===== src/rtl/mem_sram_ctrl_pkg.sv =====
// Shared types and defaults for the MEM-stage SRAM sequencer.
// The sequencer splits each 32-bit access into two 16-bit half-word phases.
package mem_sram_ctrl_pkg;

   typedef enum logic [1:0] {
      ST_IDLE,
      ST_LO,
      ST_HI,
      ST_DONE
   } state_e;

   localparam int unsigned DEF_BASE_ADDR   = 1024;
   localparam int unsigned DEF_HALF_CYCLES = 2;
   localparam int unsigned DEF_SRAM_AW     = 18;
   localparam int unsigned SRAM_DW         = 16;
   localparam int unsigned CNT_W           = 4;

endpackage


===== src/rtl/mem_sram_ctrl_if.sv =====
// Pipeline request/response and SRAM pin bundle for the sequencer.
// The slave side is the controller; the master side is pipeline plus SRAM.
interface mem_sram_ctrl_if
   import mem_sram_ctrl_pkg::*;
#(
   parameter int unsigned SRAM_AW = DEF_SRAM_AW
);

   logic                rd_en;
   logic                wr_en;
   logic [31:0]         address;
   logic [31:0]         write_data;
   logic [31:0]         read_data;
   logic                ready;

   logic [SRAM_AW-1:0]  sram_addr;
   logic [SRAM_DW-1:0]  sram_dq_out;
   logic                sram_dq_oe;
   logic [SRAM_DW-1:0]  sram_dq_in;
   logic                sram_we_n;
   logic                sram_oe_n;
   logic                sram_ce_n;
   logic                sram_ub_n;
   logic                sram_lb_n;

   modport slave (
      input  rd_en, wr_en, address, write_data, sram_dq_in,
      output read_data, ready,
      output sram_addr, sram_dq_out, sram_dq_oe,
      output sram_we_n, sram_oe_n, sram_ce_n, sram_ub_n, sram_lb_n
   );

   modport master (
      output rd_en, wr_en, address, write_data, sram_dq_in,
      input  read_data, ready,
      input  sram_addr, sram_dq_out, sram_dq_oe,
      input  sram_we_n, sram_oe_n, sram_ce_n, sram_ub_n, sram_lb_n
   );

endinterface


===== src/rtl/mem_sram_ctrl.sv =====
// MEM-stage data memory sequencer: one 32-bit load/store becomes two 16-bit
// asynchronous SRAM phases (LO then HI); ready stays low until DONE.
module mem_sram_ctrl
   import mem_sram_ctrl_pkg::*;
#(
   parameter int unsigned BASE_ADDR   = DEF_BASE_ADDR,
   parameter int unsigned HALF_CYCLES = DEF_HALF_CYCLES,
   parameter int unsigned SRAM_AW     = DEF_SRAM_AW
) (
   input  logic           clk,
   input  logic           rst,
   mem_sram_ctrl_if.slave bus
);

   localparam int unsigned       WORD_W   = SRAM_AW - 1;
   localparam logic [CNT_W-1:0]  CNT_LAST = CNT_W'(HALF_CYCLES - 1);
   localparam logic [CNT_W-1:0]  CNT_ONE  = CNT_W'(1);

   state_e              state_q, state_d;
   logic [CNT_W-1:0]    cnt_q, cnt_d;
   logic                wr_q, wr_d;
   logic [WORD_W-1:0]   word_q, word_d;
   logic [31:0]         wdata_q, wdata_d;
   logic [31:0]         rdata_q, rdata_d;

   logic [31:0]         offset;
   logic                unused_offset_bits;
   logic                phase_last;
   logic                in_hi;

   logic                ready;
   logic [SRAM_AW-1:0]  sram_addr;
   logic [SRAM_DW-1:0]  sram_dq_out;
   logic                sram_dq_oe;
   logic                sram_we_n;
   logic                sram_oe_n;
   logic                sram_ce_n;
   logic                sram_ub_n;
   logic                sram_lb_n;

   // Out-of-range addresses simply wrap into the SRAM word space.
   assign offset             = bus.address - BASE_ADDR;
   assign unused_offset_bits = ^{offset[31:SRAM_AW+1], offset[1:0]};

   assign phase_last = (cnt_q == CNT_LAST);
   assign in_hi      = (state_q == ST_HI);

   always_ff @(posedge clk) begin
      if (rst) begin
         state_q <= ST_IDLE;
         cnt_q   <= '0;
         wr_q    <= 1'b0;
         word_q  <= '0;
         wdata_q <= '0;
         rdata_q <= '0;
      end else begin
         state_q <= state_d;
         cnt_q   <= cnt_d;
         wr_q    <= wr_d;
         word_q  <= word_d;
         wdata_q <= wdata_d;
         rdata_q <= rdata_d;
      end
   end

   always_comb begin
      state_d     = state_q;
      cnt_d       = cnt_q;
      wr_d        = wr_q;
      word_d      = word_q;
      wdata_d     = wdata_q;
      rdata_d     = rdata_q;

      ready       = 1'b0;
      sram_addr   = '0;
      sram_dq_out = '0;
      sram_dq_oe  = 1'b0;
      sram_we_n   = 1'b1;
      sram_oe_n   = 1'b1;
      sram_ce_n   = 1'b1;
      sram_ub_n   = 1'b1;
      sram_lb_n   = 1'b1;

      case (state_q)
         ST_IDLE: begin
            cnt_d = '0;
            if (bus.rd_en || bus.wr_en) begin
               // A simultaneous read and write request resolves as a write.
               wr_d    = bus.wr_en;
               word_d  = offset[SRAM_AW:2];
               wdata_d = bus.write_data;
               state_d = ST_LO;
            end else begin
               ready = 1'b1;
            end
         end

         ST_LO, ST_HI: begin
            sram_ce_n = 1'b0;
            sram_ub_n = 1'b0;
            sram_lb_n = 1'b0;
            sram_addr = {word_q, in_hi};

            if (wr_q) begin
               sram_dq_oe  = 1'b1;
               sram_dq_out = in_hi ? wdata_q[31:16] : wdata_q[15:0];
               // we_n rises one cycle early so address/data hold past the strobe.
               sram_we_n   = phase_last;
            end else begin
               sram_oe_n = 1'b0;
               if (phase_last) begin
                  if (in_hi) rdata_d[31:16] = bus.sram_dq_in;
                  else       rdata_d[15:0]  = bus.sram_dq_in;
               end
            end

            if (phase_last) begin
               cnt_d   = '0;
               state_d = in_hi ? ST_DONE : ST_HI;
            end else begin
               cnt_d = cnt_q + CNT_ONE;
            end
         end

         ST_DONE: begin
            ready   = 1'b1;
            state_d = ST_IDLE;
         end

         default: begin
            state_d = ST_IDLE;
         end
      endcase
   end

   assign bus.ready       = ready;
   assign bus.read_data   = rdata_q;
   assign bus.sram_addr   = sram_addr;
   assign bus.sram_dq_out = sram_dq_out;
   assign bus.sram_dq_oe  = sram_dq_oe;
   assign bus.sram_we_n   = sram_we_n;
   assign bus.sram_oe_n   = sram_oe_n;
   assign bus.sram_ce_n   = sram_ce_n;
   assign bus.sram_ub_n   = sram_ub_n;
   assign bus.sram_lb_n   = sram_lb_n;

endmodule


===== src/flat_wrapper.sv =====
// flat-port wrapper written by rule: the top's interface ports become plain ports
module mem_sram_ctrl_flat import mem_sram_ctrl_pkg::*;
#(
   parameter int unsigned BASE_ADDR   = DEF_BASE_ADDR,
   parameter int unsigned HALF_CYCLES = DEF_HALF_CYCLES,
   parameter int unsigned SRAM_AW     = DEF_SRAM_AW
)
  (clk, rst, bus_rd_en, bus_wr_en, bus_address, bus_write_data, bus_sram_dq_in, bus_read_data, bus_ready, bus_sram_addr, bus_sram_dq_out, bus_sram_dq_oe, bus_sram_we_n, bus_sram_oe_n, bus_sram_ce_n, bus_sram_ub_n, bus_sram_lb_n);
  mem_sram_ctrl_if #(.SRAM_AW(SRAM_AW)) bus_i ();
  input  logic clk;
  input  logic rst;
  input wire logic [$bits(bus_i.rd_en)-1:0] bus_rd_en;
  input wire logic [$bits(bus_i.wr_en)-1:0] bus_wr_en;
  input wire logic [$bits(bus_i.address)-1:0] bus_address;
  input wire logic [$bits(bus_i.write_data)-1:0] bus_write_data;
  input wire logic [$bits(bus_i.sram_dq_in)-1:0] bus_sram_dq_in;
  output wire logic [$bits(bus_i.read_data)-1:0] bus_read_data;
  output wire logic [$bits(bus_i.ready)-1:0] bus_ready;
  output wire logic [$bits(bus_i.sram_addr)-1:0] bus_sram_addr;
  output wire logic [$bits(bus_i.sram_dq_out)-1:0] bus_sram_dq_out;
  output wire logic [$bits(bus_i.sram_dq_oe)-1:0] bus_sram_dq_oe;
  output wire logic [$bits(bus_i.sram_we_n)-1:0] bus_sram_we_n;
  output wire logic [$bits(bus_i.sram_oe_n)-1:0] bus_sram_oe_n;
  output wire logic [$bits(bus_i.sram_ce_n)-1:0] bus_sram_ce_n;
  output wire logic [$bits(bus_i.sram_ub_n)-1:0] bus_sram_ub_n;
  output wire logic [$bits(bus_i.sram_lb_n)-1:0] bus_sram_lb_n;
  assign bus_i.rd_en = bus_rd_en;
  assign bus_i.wr_en = bus_wr_en;
  assign bus_i.address = bus_address;
  assign bus_i.write_data = bus_write_data;
  assign bus_i.sram_dq_in = bus_sram_dq_in;
  assign bus_read_data = bus_i.read_data;
  assign bus_ready = bus_i.ready;
  assign bus_sram_addr = bus_i.sram_addr;
  assign bus_sram_dq_out = bus_i.sram_dq_out;
  assign bus_sram_dq_oe = bus_i.sram_dq_oe;
  assign bus_sram_we_n = bus_i.sram_we_n;
  assign bus_sram_oe_n = bus_i.sram_oe_n;
  assign bus_sram_ce_n = bus_i.sram_ce_n;
  assign bus_sram_ub_n = bus_i.sram_ub_n;
  assign bus_sram_lb_n = bus_i.sram_lb_n;
  mem_sram_ctrl #(.BASE_ADDR(BASE_ADDR), .HALF_CYCLES(HALF_CYCLES), .SRAM_AW(SRAM_AW)) u_core (.clk(clk), .rst(rst), .bus(bus_i));
endmodule

===== config.mk =====
export PLATFORM = sky130hd
export DESIGN_NAME = mem_sram_ctrl_flat
export DESIGN_NICKNAME = d
export VERILOG_FILES = /design/src/rtl/mem_sram_ctrl_pkg.sv /design/src/rtl/mem_sram_ctrl_if.sv /design/src/rtl/mem_sram_ctrl.sv /design/src/flat_wrapper.sv
export SDC_FILE = /design/constraint.sdc
export NUM_CORES = 1
export LEC_CHECK = 0
export CORE_ASPECT_RATIO = 0.8
export CORE_MARGIN = 2
export CORE_UTILIZATION = 29
export DETAILED_ROUTE_END_ITERATION = 7
export MAX_ROUTING_LAYER = met4
export PLACE_DENSITY = 0.58
export SKIP_CTS_REPAIR_TIMING = 1
export SLEW_MARGIN = 5
export SYNTH_ARGS = -nofsm -noshare
export SYNTH_HDL_FRONTEND = slang
export SYNTH_SLANG_ARGS = --single-unit

===== constraint.sdc =====
create_clock -name clk -period 2.2 [get_ports clk]
set_clock_uncertainty 0.05 [all_clocks]
set_input_delay 0.44 -clock clk [delete_from_list [all_inputs] [get_ports clk]]
set_output_delay 0.44 -clock clk [all_outputs]
set_load 0.05 [all_outputs]

---- Word level (Yosys, flattened, before mapping) ----
Index checks and enable logic that the tools add are counted.
storage, ports and cells
  flip-flop bits (word level) ............. 88
  bits of input ports ..................... 84
  output and inout port bits .............. 73
  logic and storage cells ................. 43
operators by class
  add/subtract/negate cells ............... 2
  equal/unequal tests ..................... 6
  multiplexer cells ....................... 18
  bitwise logic cells ..................... 2
  reductions and logical operators ........ 8
operator list
  operator                count
  $mux 16                 3
  $sub 19x11->19 const B  1
  $mux 18                 1
  $mux 1                  8
  $pmux 4 s2              1
  $reduce_and 4->1        2
  $pmux 2 s3              1
  $add 4x1->4 const B     1
  $eq 2x2->1 const B      2
  $eq 4x1->1 const B      1
  $mux 2                  2
  $mux 4                  1
  $ne 2x1->1 const B      2
  $reduce_and 2->1        2
  $eq 2x1->1 const B      1
  $logic_not 2->1         1
  $not 1->1               2
  $pmux 1 s2              1
  $reduce_bool 2->1       1
  $reduce_or 2->1         1
  $logic_or 1x1->1        1

---- Logic depth before layout (Yosys ltp) ----
  word-level depth ........................ 4
  depth in mapped cells ................... 8
  depth with buffers taken out ............ 5

---- Worst setup path after synthesis ----
Ideal clock, no wire load.
  path kind ............................... reg-to-output
  start point ............................. register u_core.state_q[0]
  end point ............................... output bus_sram_dq_out[11]
  arrival time ............................ 2,234 ps
  path slack .............................. -524 ps
  cell stages (with the launch flop) ...... 7
  path buffers ............................ 2
  cell sequence ........................... dfxtp_1 > inv_1 > ha_1 > clkbuf_1 > clkbuf_1 > mux2i_1 > nor2_1
between the ends
  longest elaborated chain between the ends .. 4
ends and longest elaborated chain
  element                 line                                      source
  from (decl)             mem_sram_ctrl.sv:19                       state_e state_q, state_d;
  from (signal assigned)  mem_sram_ctrl.sv:57                       state_q <= state_d;
  $eq 2x2->1              mem_sram_ctrl.sv:46, mem_sram_ctrl.sv:84
  $mux 16                 mem_sram_ctrl.sv:106                      sram_dq_out = in_hi ? wdata_q[31:16] : wdata_q[15:0];
  $mux 16                 mem_sram_ctrl.sv:104                      if (wr_q) begin
  $mux 16 *               mem_sram_ctrl.sv:84                       case (state_q)
  to (decl)               flat_wrapper.sv:20                        output wire logic [$bits(bus_i.sram_dq_out)-1:0] bus_sram_dq_out;
Every way passes the cells marked *; elsewhere a longest branch is shown, timed or not.

---- Worst setup path after layout ----
  start point ............................. register u_core.state_q[1]
  end point ............................... output bus_sram_dq_out[10]
The elaborated chain is that of the path after synthesis.

==> key figures <==
Global routing
  – Gr usage total: 16.64%
  – First-pass GRT wire length: 18.66 mm
  – Initial antenna violation count: 0
  – Largest net degree at the start of global routing: 43
  – Final global-route overflow total: 0
  – Vias in the first global route: 3,789

Floorplan
  – Core ar.: 0.01296 sq mm
  – Initial core utilization: 30.03%
  – Core Rows: 37
  – Die Ht: 107.6 um
  – Die ar.: 0.01437 sq mm
  – Die X-Extent: 133.5 um
  – Ports: 157

Clock tree
  – Max H-tree Level: 3
  – Root Buffer: clkbuf_16
  – CTS tree: built
  – Skew-Pair Late Insertion Delay: 0.33 ns
  – Clock-pin slew on the worst setup and hold paths: 0.06 ns
  – Total CTS buffers: 9
  – CTS max path bufs: 2
  – Sink Count: 88

Layout
  – Final instance area: 0.006618 sq mm
  – Final Util: 51.05%
  – Share of post-route cells with drive strength above 1: 21.32%
  – Fillers: 1,217
  – Ant. Diodes: 0
  – Layout area overhead: 70.01%
  – Final net count: 705

Synthesis
  – Gate Count Post-Synth: 480
  – Avg Inst Size Synth: 8.109 sq um
  – Yosys reg bits: 88
  – Leading cell types by count after synthesis: dfxtp_1, nand2_1, a21oi_1
  – Synth area leaders: dfxtp_1, a21oi_1, nand2_1
  – Most common cell in the netlist: dfxtp_1
  – Top cell type's share of synthesized area: 45.26%
  – Leading area contributor after synthesis: dfxtp_1
  – Post-synth cell types: 35
  – Syn Std Cell Area: 0.003892 sq mm
  – Share of flip-flops with an asynchronous set or reset: 0%
  – Yosys warns: 0
  – Main synth FF type: dfxtp_1
  – Sequential fraction of the synthesis area: 45.26%
  – Net count of the mapped netlist: 571
  – Post-synth EDFFs: 0

Detailed routing
  – Post-route ant nets: 0
  – # DRC: 0
  – DR vias/cell: 4.887
  – Vias: 3,880
  – 1st-iter DRT viols: 176
  – DR WL/cell: 15.10 um
  – Final wirelength: 11.99 mm
  – Pre-Repair DR Iteration Count: 4

Critical path
  – Worst Path Required: 1.71 ns
  – Critical path cell sequence: inv_2 > ha_4 > nand2_4 > clkbuf_16 > nor2_4 > buf_12
  – WS Path Type: reg -> out
  – Crit-path leading delay family: buffers and inverters
  – CP max FO: 8
  – Worst EP arrival: 1.65 ns
  – WP buf/inv: 3
  – Startpoint types: flop
  – Worst Setup End Kind: output port
  – Slowest cell on crit path: dfxtp_4
  – Max stage delay on crit path: 0.37 ns

Place
  – Hpwl dp: 8.346 mm
  – Routability cong.: 0.7894
  – Port buffer count: 141
  – DP Area: 0.006077 sq mm

Run
  – MaxCap Viol Count: 0

STA
  – Final Hold Fails: 0
  – Slew HR: 56.38%
  – Fmax: 466.6 MHz
  – Least-Margin Pin Slew: 0.6543 ns
  – RSZ-0062 raised after global routing: yes
  – Hold Slack: 0.4051 ns
  – Tcrit/Tclk final: 97.41%
  – Setup TNS: 0 ns
  – Post-layout min period: 2.143 ns
  – Final setup viols: 0
  – Slew Viols, Final: 0

Power
  – Gate power share: 53.1%
  – VDD IR-drop max: 0.6332 mV
  – Power Internal: 0.004531 W
  – Pwr dens: 1182 mW/mm^2
  – Final Power: 0.007822 W
  – Clock group share of total power: 20.4%
  – Lkg Pwr: 2.331 nW
  – Register share of total power: 26.5%
  – Sw frac: 42.08%
  – Switching pwr: 0.003291 W

Status
  – Status: complete, no violations

Worst hold path
  – HP Class: reg -> reg
[layer usage]
| metal | part of all wire, % | up-vias | GRT usage [%] | wire [um] |
|---|---|---|---|---|
| met5 | 0 | - | - | 0 |
| met1 | 44 | 1809 | 19.98 | 5314 |
| met4 | 0.64 | 0 | 3.571 | 77 |
| met2 | 46 | 129 | 26.03 | 5454 |
| met3 | 9.5 | 9 | 7.298 | 1140 |
| li1 | - | 1933 | - | - |
[path summary, 6_finish.rpt]
path | start | end | slack, ns | depth (start not counted)
min | u_core.word_q[1] | u_core.word_q[1] | 0.41 | 2
max reg2reg | u_core.state_q[1] | u_core.bus.read_data[12] | 0.29 | 5
max | u_core.state_q[1] | bus_sram_dq_out[10] | 0.06 | 6
min reg2reg | u_core.word_q[1] | u_core.word_q[1] | 0.41 | 2
[logic make-up after synthesis]
family / after synthesis / synth area share, %
simple gates: 187 / 24.40
compound gates: 123 / 17.00
flops: 88 / 45.26
buf+inv: 53 / 5.625
mux: 16 / 4.114
fa+ha+maj: 7 / 2.250
xor+xnor: 6 / 1.350
[cell usage in the layout (no fill, tap or decap), drive strengths merged]
master / count
inv: 8
nor2: 29
a21o: 1
o21a: 1
nor2b: 2
a211oi: 10
o31ai: 1
a2111oi: 1
nor4: 4
or3b: 2
buf: 67
xnor2: 4
nand4: 16
nor3b: 4
clkinv: 1
or3: 1
and4: 3
a311oi: 1
clkbuf: 16
a21oi: 75
ha: 7
xor2: 2
nand3b: 1
nand4b: 17
mux2i: 16
nor3: 6
or4: 1
nand3: 1
o21ai: 33
dfxtp: 88
and2: 17
clkdlybuf4s50: 99
nand2: 83
bufinv: 1
[power by group through the flow]
stage / sequential [W] / clock [W] / combinational, W
final: 0.00208 / 0.00160 / 0.00415
after floorplan: 0.00214 / 0 / 0.00234
after CTS: 0.00202 / 0.00164 / 0.00391
after global placement: 0.00204 / 0 / 0.00383
after global routing: 0.00211 / 0.00170 / 0.00445
after detailed placement: 0.00206 / 0 / 0.00390
[tightest hold or removal path: cells and delay by family (launching register included)]
kind / cells / cell delay, ns
compound gates: 1 / 0.05
flops: 1 / 0.30
simple gates: 1 / 0.05
[state kept, by name (all words and copies together) (netlist names)]
name                  count
u_core.cnt_q              4
u_core.word_q            17
u_core.bus.read_data     32
u_core.wdata_q           32
u_core.state_q            2
u_core.wr_q               1
[through the flow]
step	worst slack, ns	cells
2_1_floorplan	-0.04597	480
3_3_place_gp	0.1382	775
3_5_place_dp	0.1222	775
4_1_cts	-0.1279	791
5_1_grt	-0.01481	794
6_report	0.05697	794
[final cells by class]
cell class	instances	area, sq um	share of cell area, %
multi-input cells	339	2213	33.45
repair buffers	168	2067	31.23
flip-flops and latches	88	1767	26.70
clock buffers	14	284.0	4.292
well taps	175	219.0	3.309
clock inverters	2	35.03	0.5294
inverters	8	32.53	0.4916
(Power assumes the default switching activity.)
